<file path="src/rtl/gates_tester_pkg.sv">
`default_nettype none
// ============================================================================
// Module      : gates_tester_pkg
// Description : Shared definitions for the AND/OR gate tester: FSM state
//               encoding, number of test vectors, and the golden AND/OR
//               result function used to build expected responses.
// Ports       : none (package)
// Revision    : 1.0 - initial release
// ============================================================================
package gates_tester_pkg;

    typedef enum logic [1:0] {
        ST_IDLE   = 2'd0,
        ST_DRIVE  = 2'd1,
        ST_SAMPLE = 2'd2,
        ST_DONE   = 2'd3
    } state_e;

    localparam int NUM_VECTORS = 4;

    // Golden response of a two-input gate unit, packed as {or, and}.
    function automatic logic [1:0] exp_and_or(input logic a_in, input logic b_in);
        return {a_in | b_in, a_in & b_in};
    endfunction

endpackage : gates_tester_pkg
`default_nettype wire

</file>
<file path="src/rtl/gates_tester_ref_model.sv">
`default_nettype none
// ============================================================================
// Module      : gates_ref_model
// Description : Purely combinational expected-value generator for the gate
//               unit under test.
// Ports       : a_i, b_i        - operands currently driven to the unit
//               exp_s0_o        - expected AND result
//               exp_s1_o        - expected OR result
// Revision    : 1.0 - initial release
// ============================================================================
module gates_ref_model
    import gates_tester_pkg::*;
(
    input  logic a_i,
    input  logic b_i,
    output logic exp_s0_o,
    output logic exp_s1_o
);

    logic [1:0] exp_w;

    assign exp_w    = exp_and_or(a_i, b_i);
    assign exp_s0_o = exp_w[0];
    assign exp_s1_o = exp_w[1];

endmodule : gates_ref_model
`default_nettype wire

</file>
<file path="src/rtl/gates_tester.sv">
`default_nettype none
// ============================================================================
// Module      : gates_tester
// Description : Exhaustive tester for a two-input AND/OR gate unit. Drives
//               the four operand vectors 00,01,10,11 in order, holds each for
//               SETTLE_CYCLES cycles, samples the unit's results for one
//               cycle and accumulates a mismatch count and per-vector flags.
// Ports       : clk, rst_n (async, active-low), start (run request)
//               a, b       - registered operands to the unit under test
//               s0, s1     - AND / OR results returned by the unit
//               busy, done, pass, err_count[2:0], fail_vec[3:0] - status
// Revision    : 1.0 - initial release
// ============================================================================
module gates_tester
    import gates_tester_pkg::*;
#(
    parameter int SETTLE_CYCLES = 1
) (
    input  logic       clk,
    input  logic       rst_n,
    input  logic       start,
    output logic       a,
    output logic       b,
    input  logic       s0,
    input  logic       s1,
    output logic       busy,
    output logic       done,
    output logic       pass,
    output logic [2:0] err_count,
    output logic [3:0] fail_vec
);

    localparam logic [3:0] SETTLE_LAST = 4'(SETTLE_CYCLES - 1);
    localparam logic [1:0] LAST_IDX    = 2'(NUM_VECTORS - 1);
    localparam logic [2:0] ERR_MAX     = 3'(NUM_VECTORS);

    state_e     state_q, state_d;
    logic [1:0] idx_q,   idx_d;
    logic       a_q,     a_d;
    logic       b_q,     b_d;
    logic [2:0] err_q,   err_d;
    logic [3:0] fail_q,  fail_d;
    logic [3:0] cnt_q,   cnt_d;

    logic       exp_s0;
    logic       exp_s1;
    logic       mismatch;
    logic [1:0] idx_next;

    // Expected results are derived from the operands actually being driven,
    // so the comparison in SAMPLE always matches what the unit sees.
    gates_ref_model u_ref (
        .a_i      (a_q),
        .b_i      (b_q),
        .exp_s0_o (exp_s0),
        .exp_s1_o (exp_s1)
    );

    assign mismatch = (s0 != exp_s0) || (s1 != exp_s1);
    assign idx_next = idx_q + 2'd1;

    always_comb begin
        state_d = state_q;
        idx_d   = idx_q;
        a_d     = a_q;
        b_d     = b_q;
        err_d   = err_q;
        fail_d  = fail_q;
        cnt_d   = cnt_q;

        case (state_q)
            ST_IDLE, ST_DONE: begin
                // Results from the last run stay visible until a new start.
                if (start) begin
                    state_d = ST_DRIVE;
                    idx_d   = 2'd0;
                    a_d     = 1'b0;
                    b_d     = 1'b0;
                    err_d   = 3'd0;
                    fail_d  = 4'd0;
                    cnt_d   = 4'd0;
                end
            end

            ST_DRIVE: begin
                if (cnt_q == SETTLE_LAST) begin
                    state_d = ST_SAMPLE;
                end else begin
                    cnt_d = cnt_q + 4'd1;
                end
            end

            ST_SAMPLE: begin
                if (mismatch) begin
                    fail_d[idx_q] = 1'b1;
                    if (err_q != ERR_MAX) begin
                        err_d = err_q + 3'd1;
                    end
                end
                if (idx_q == LAST_IDX) begin
                    state_d = ST_DONE;
                    a_d     = 1'b0;
                    b_d     = 1'b0;
                end else begin
                    // Vector index doubles as the {a,b} operand pair.
                    state_d    = ST_DRIVE;
                    idx_d      = idx_next;
                    {a_d, b_d} = idx_next;
                    cnt_d      = 4'd0;
                end
            end

            default: state_d = ST_IDLE;
        endcase
    end

    always_ff @(posedge clk or negedge rst_n) begin
        if (!rst_n) begin
            state_q <= ST_IDLE;
            idx_q   <= 2'd0;
            a_q     <= 1'b0;
            b_q     <= 1'b0;
            err_q   <= 3'd0;
            fail_q  <= 4'd0;
            cnt_q   <= 4'd0;
        end else begin
            state_q <= state_d;
            idx_q   <= idx_d;
            a_q     <= a_d;
            b_q     <= b_d;
            err_q   <= err_d;
            fail_q  <= fail_d;
            cnt_q   <= cnt_d;
        end
    end

    assign a         = a_q;
    assign b         = b_q;
    assign busy      = (state_q == ST_DRIVE) || (state_q == ST_SAMPLE);
    assign done      = (state_q == ST_DONE);
    assign pass      = done && (err_q == 3'd0);
    assign err_count = err_q;
    assign fail_vec  = fail_q;

endmodule : gates_tester
`default_nettype wire
</file>
<file path="config.mk">
export PLATFORM = sky130hd
export DESIGN_NAME = gates_tester
export DESIGN_NICKNAME = d
export VERILOG_FILES = /design/src/rtl/gates_tester_pkg.sv /design/src/rtl/gates_tester_ref_model.sv /design/src/rtl/gates_tester.sv
export SDC_FILE = /design/constraint.sdc
export NUM_CORES = 1
export LEC_CHECK = 0
export ABC_AREA = 1
export CELL_PAD_IN_SITES_DETAIL_PLACEMENT = 0
export CELL_PAD_IN_SITES_GLOBAL_PLACEMENT = 1
export CORE_UTILIZATION = 36
export DETAILED_ROUTE_END_ITERATION = 16
export PLACE_DENSITY_LB_ADDON = 0.1
export SKIP_LAST_GASP = 1
export SYNTH_ARGS = -nofsm -noshare
export SYNTH_HDL_FRONTEND = slang
export SYNTH_SLANG_ARGS = --single-unit
</file>
<file path="constraint.sdc">
create_clock -name clk -period 1.3 [get_ports clk]
set_input_delay 0.195 -clock clk [delete_from_list [all_inputs] [get_ports clk]]
set_output_delay 0.195 -clock clk [all_outputs]
set_load 0.05 [all_outputs]
</file>
After elaboration in Yosys (flattened, before gate mapping)
Index checks and enable logic that the tools add are counted.

Add/subtract/negate cells: 3. $mul: 0. Div/mod/pow operators: 0. Magnitude comparators: 2. Equal/unequal tests: 13. Shifts and indexed selects: 0. Mux-type cells: 24. Bitwise gates (word level): 3. Reduce and logical (&&, ||, !) cells: 15.

Operators by type and width (number): $mux 4 (4); $ne 2x2->1 const B (6); $pmux 4 s3 (1); $mux 2 (5); $mux 3 (3); $reduce_and 3->1 (3); $pmux 4 s2 (1); $eq 2x2->1 const B (3); $pmux 2 s3 (1); $pmux 3 s2 (1); $add 4x1->4 const B (1); $logic_not 4->1 (1); $mux 1 (4); $or 4x4->4 (1); $pmux 1 s2 (2); $pmux 2 s2 (1); $reduce_and 2->1 (2); $reduce_and 4->1 (1); $add 3x1->3 const B (1); $logic_not 3->1 (1); $lt 2x3->1 const B (1); $ne 3x3->1 const B (1); $add 2x1->2 const B (1); $demux 1 s2 (1); other kinds (10) (13).

Register bits after elaboration: 17. Bits in latches: 0. Memory bits (writable): 0. ROM bits: 0. Output and inout bits: 12. Memories kept: 0.

Depth between registers and ports, before layout
Word-level depth: 7. Gate-level depth with buffers: 9. Mapped depth without buffers: 8.

By module
A second synthesis with hierarchy kept.

Cells, all modules: 149. Area total of the unflattened synthesis: 1113.6 um^2.

By module, submodules not included: gates_tester (instances 1, cells each 144, area an instance 1094.8 um^2); gates_ref_model (instances 1, cells each 5, area an instance 18.8 um^2).

Worst setup path before layout
No wires, ideal clock.

Path type: register -> output. Start: register state_q[0]. End: output pass. Arrival time: 1.634 ns. Setup slack: -0.529 ns. Cell stages (with the launch flop): 4. Path through: dfrtp_1 -> ha_1 -> nand2_1 -> nor2_1.

Longest elaborated chain between the ends: 2.

RTL lines: start, declared (RTL line gates_tester.sv:37) `state_e state_q, state_d;`; start signal, assigned (RTL line gates_tester.sv:127) `state_q <= state_d;`; $eq 2x2->1 (RTL line gates_tester.sv:140) `assign done = (state_q == ST_DONE);`; via done (RTL line gates_tester.sv:27) `output logic done,`; $logic_and 1x1->1 (RTL line gates_tester.sv:141) `assign pass = done && (err_q == 3'd0);`; end, declared (RTL line gates_tester.sv:28) `output logic pass,`.

The timed path passes the listed nets, and every way through them passes these cells.

Final worst setup path
Start: register state_q[1]. End: output busy.

Longest elaborated chain between the ends: 2. Elaborated cells on any way between the ends: 3. Those cells by class: eq/ne (2); reduce/logical (1).

RTL lines: $eq 2x1->1 or $eq 2x2->1 (tied branches) (RTL line gates_tester.sv:139) `assign busy = (state_q == ST_DRIVE) || (state_q == ST_SAMPLE);`; $logic_or 1x1->1 * (RTL line gates_tester.sv:139); end, declared (RTL line gates_tester.sv:26) `output logic busy,`.

Every way passes the cells marked *; elsewhere a longest branch is shown, timed or not.

==> reports/metrics.yaml <==
required_ps: 1110
fin_crit_sh_pct: 117
avgSynthCellArea_sq_um: 8.82
fill_cells: 240
diodes: 0
grt_pass1_wl_um: 4080
hp-class: "primary input to asynchronous set/reset pin"
gr-usage-all-layers_pct: 16.5
htreeDepth: 1
critical_path_class: "register to primary output"
drc: 0
dr_total_vias: 995
fin_skew_ps: 5.49
status: "finished with violations"
insertion_delay_ps: 300
grt.busiest_layer: "met2"
maxSlewViolCount: 0
rrSetupSlack_ps: -180
grt_pass1_vias: 945
met2_usage_pct: 27.4
ys_seq_area_share_pct: 38.6
place_inst: 185
routed_via_density: 4.95
multiInputGateArea_sq_um: 738
nNetsFinal: 188
finalSetupViolCount: 18
gp_congestion: 0.846
synth_area_leaders: "dfrtp_1 39%, ha_1 14%, nand2_1 8.5%, o21ai_0 5.9%, inv_1 4.1%"
start_util_pct: 39.0
seqCellArea_sq_um: 428
std_cell_rows: 19
die_h_um: 57.3
cts_buffers: 3
postRouteAntennaNets: 0
synth_cells: 125
drive_gt1_share_pct: 48.2
synth.cells.most_frequent: "25 x nand2_1, 17 x dfrtp_1, 13 x o21ai_0"
rsz0062_at_grt: "yes"
peakVddDrop_mv: 1.92
leakage_nw: 0.828
maxSlewHeadroom_pct: 77.7
cts_root_buffer: "clkbuf_4"
r2r_cells: 8
die_area_sq_mm: 0.00329
worstSetupStartpointType: "register"
gr-usage-met3_pct: 2.49
synthFlopType: "dfrtp_1"
area_growth_pct: 64.5
core_sq_mm: 0.00283
synth_edf_count: 0
r2r_end: "fail_vec[3]"
grt_start_max_net_pins: 18
tns_ps: -2200
yosys_warnings: 0
fmaxAchievable_ghz: 0.656
worst_slew_pin_slew_ps: 334
ctsHoldBuffers: 0
r2r-start: "state_q[1]"
async_reset_ff_share_pct: 100
clk_pin_slew_worst_paths_ps: 110
wl_per_cell_um: 12.3
finalWirelength_um: 2470
num_io_pins: 17
cts_tree: "yes"
grt_antenna_before_repair: 0
synth_top_area_share_pct: 38.6
worst_hold_slack_ps: 215
setup_ws_ps: -225
cts_sinks: 17
drv_cap: 0
worstPathMaxFanout: 3
hold_viol_final: 0
synth_nets: 142
numPortBuffers: 16
post-route-util_pct: 64.1
cp.arrival_ps: 1330
finalCriticalPeriod_ps: 1520
grtUsageMet1_pct: 20.8
drt_iter0_markers: 13
fin_cells: 201
endpoint_kind: "primary output"
synth_area_leader_cell: "dfrtp_1"
drtPass1Iterations: 4
post-dp-hpwl_um: 1730
ys_seq_elements: 17
synth.most_common_cell: "nand2_1"
syn_area_sq_mm: 0.00110
cts_max_path_buffers: 2
die_x_um: 57.3
overflow: 0
power_density_mw_per_mm2: 2390
violations: "negative setup slack"
yosysUniqueCellTypes: 23
worst max-delay path: stages, from the launching register on:
cell,delay (ps)
dfrtp_1,430
ha_4,310
inv_8,40
buf_6,110
buf_12,130
sequential cells by signal, summed over array words and instances (netlist names):
register / count
state_q: 2
idx_q: 2
cnt_q: 4
err_count: 3
b: 1
fail_vec: 4
a: 1
per-layer routing:
layer  share of wire [%]  vias up
met4                 1.7        0
met1                  47      473
li1                    -      501
met3                 3.1        4
met5                   0        -
met2                  48       17
report_power, final:
part / leakage (nW) / internal [W] / switching (W) / total [W]
clock: 0.0177 / 0.000115 / 0.000188 / 0.000302
sequential: 0.227 / 0.000670 / 0.000187 / 0.000857
combinational: 0.583 / 0.00156 / 0.00161 / 0.00317
through the flow:
step | total power (W) | setup WS, ps | area, sq um
6_report | 0.00433 | -225 | 1810
3_5_place_dp | 0.00325 | -185 | 1560
4_1_cts | 0.00415 | -226 | 1750
2_1_floorplan | 0.00228 | -99.1 | 1140
3_3_place_gp | 0.00320 | -148 | 1560
5_1_grt | 0.00463 | -270 | 1810
timing repair:
item,CTS,global route
setup buffers,11,5
pin swaps,7,9
gates resized for setup,29,9
setup endpoints to repair,16,20
how the worst max path moves through the flow:
stage,slack (ps),start,end
2_1_floorplan,-100,state_q[0],err_count[2]
3_3_place_gp,-150,state_q[1],err_count[1]
3_5_place_dp,-180,state_q[1],err_count[2]
4_1_cts,-230,state_q[1],pass
5_1_grt,-270,state_q[0],busy
6_report,-220,state_q[1],busy
area by class of cell:
type                       instances  area share (%)
clock inverter                     1           0.276
inverter                          14            3.45
tap                               31            2.14
multi-input combinational         93            40.7
timing repair buffer              42            28.6
sequential                        17            23.6
clock buffer                       3            1.24
kinds of logic after synthesis:
| kind of cell | after synthesis | synth area share, % |
|---|---|---|
| xor+xnor | 1 | 0.795 |
| buf+inv | 15 | 5.45 |
| compound gates | 24 | 13.5 |
| fa+ha+maj | 12 | 13.6 |
| simple gates | 56 | 28.0 |
| flops | 17 | 38.6 |
cell usage in the layout, fill, tap and decap left out, types with 7 or more instances in the layout:
cell type / Yosys / layout
inv_1: 12 / 10
buf_4: 1 / 17
buf_6: 0 / 8
nand2_2: 6 / 7
nand2_1: 25 / 22
dfrtp_1: 17 / 15
buf_12: 0 / 13
ha_1: 12 / 8
o21ai_1: 5 / 10
(Power assumes the default switching activity.)
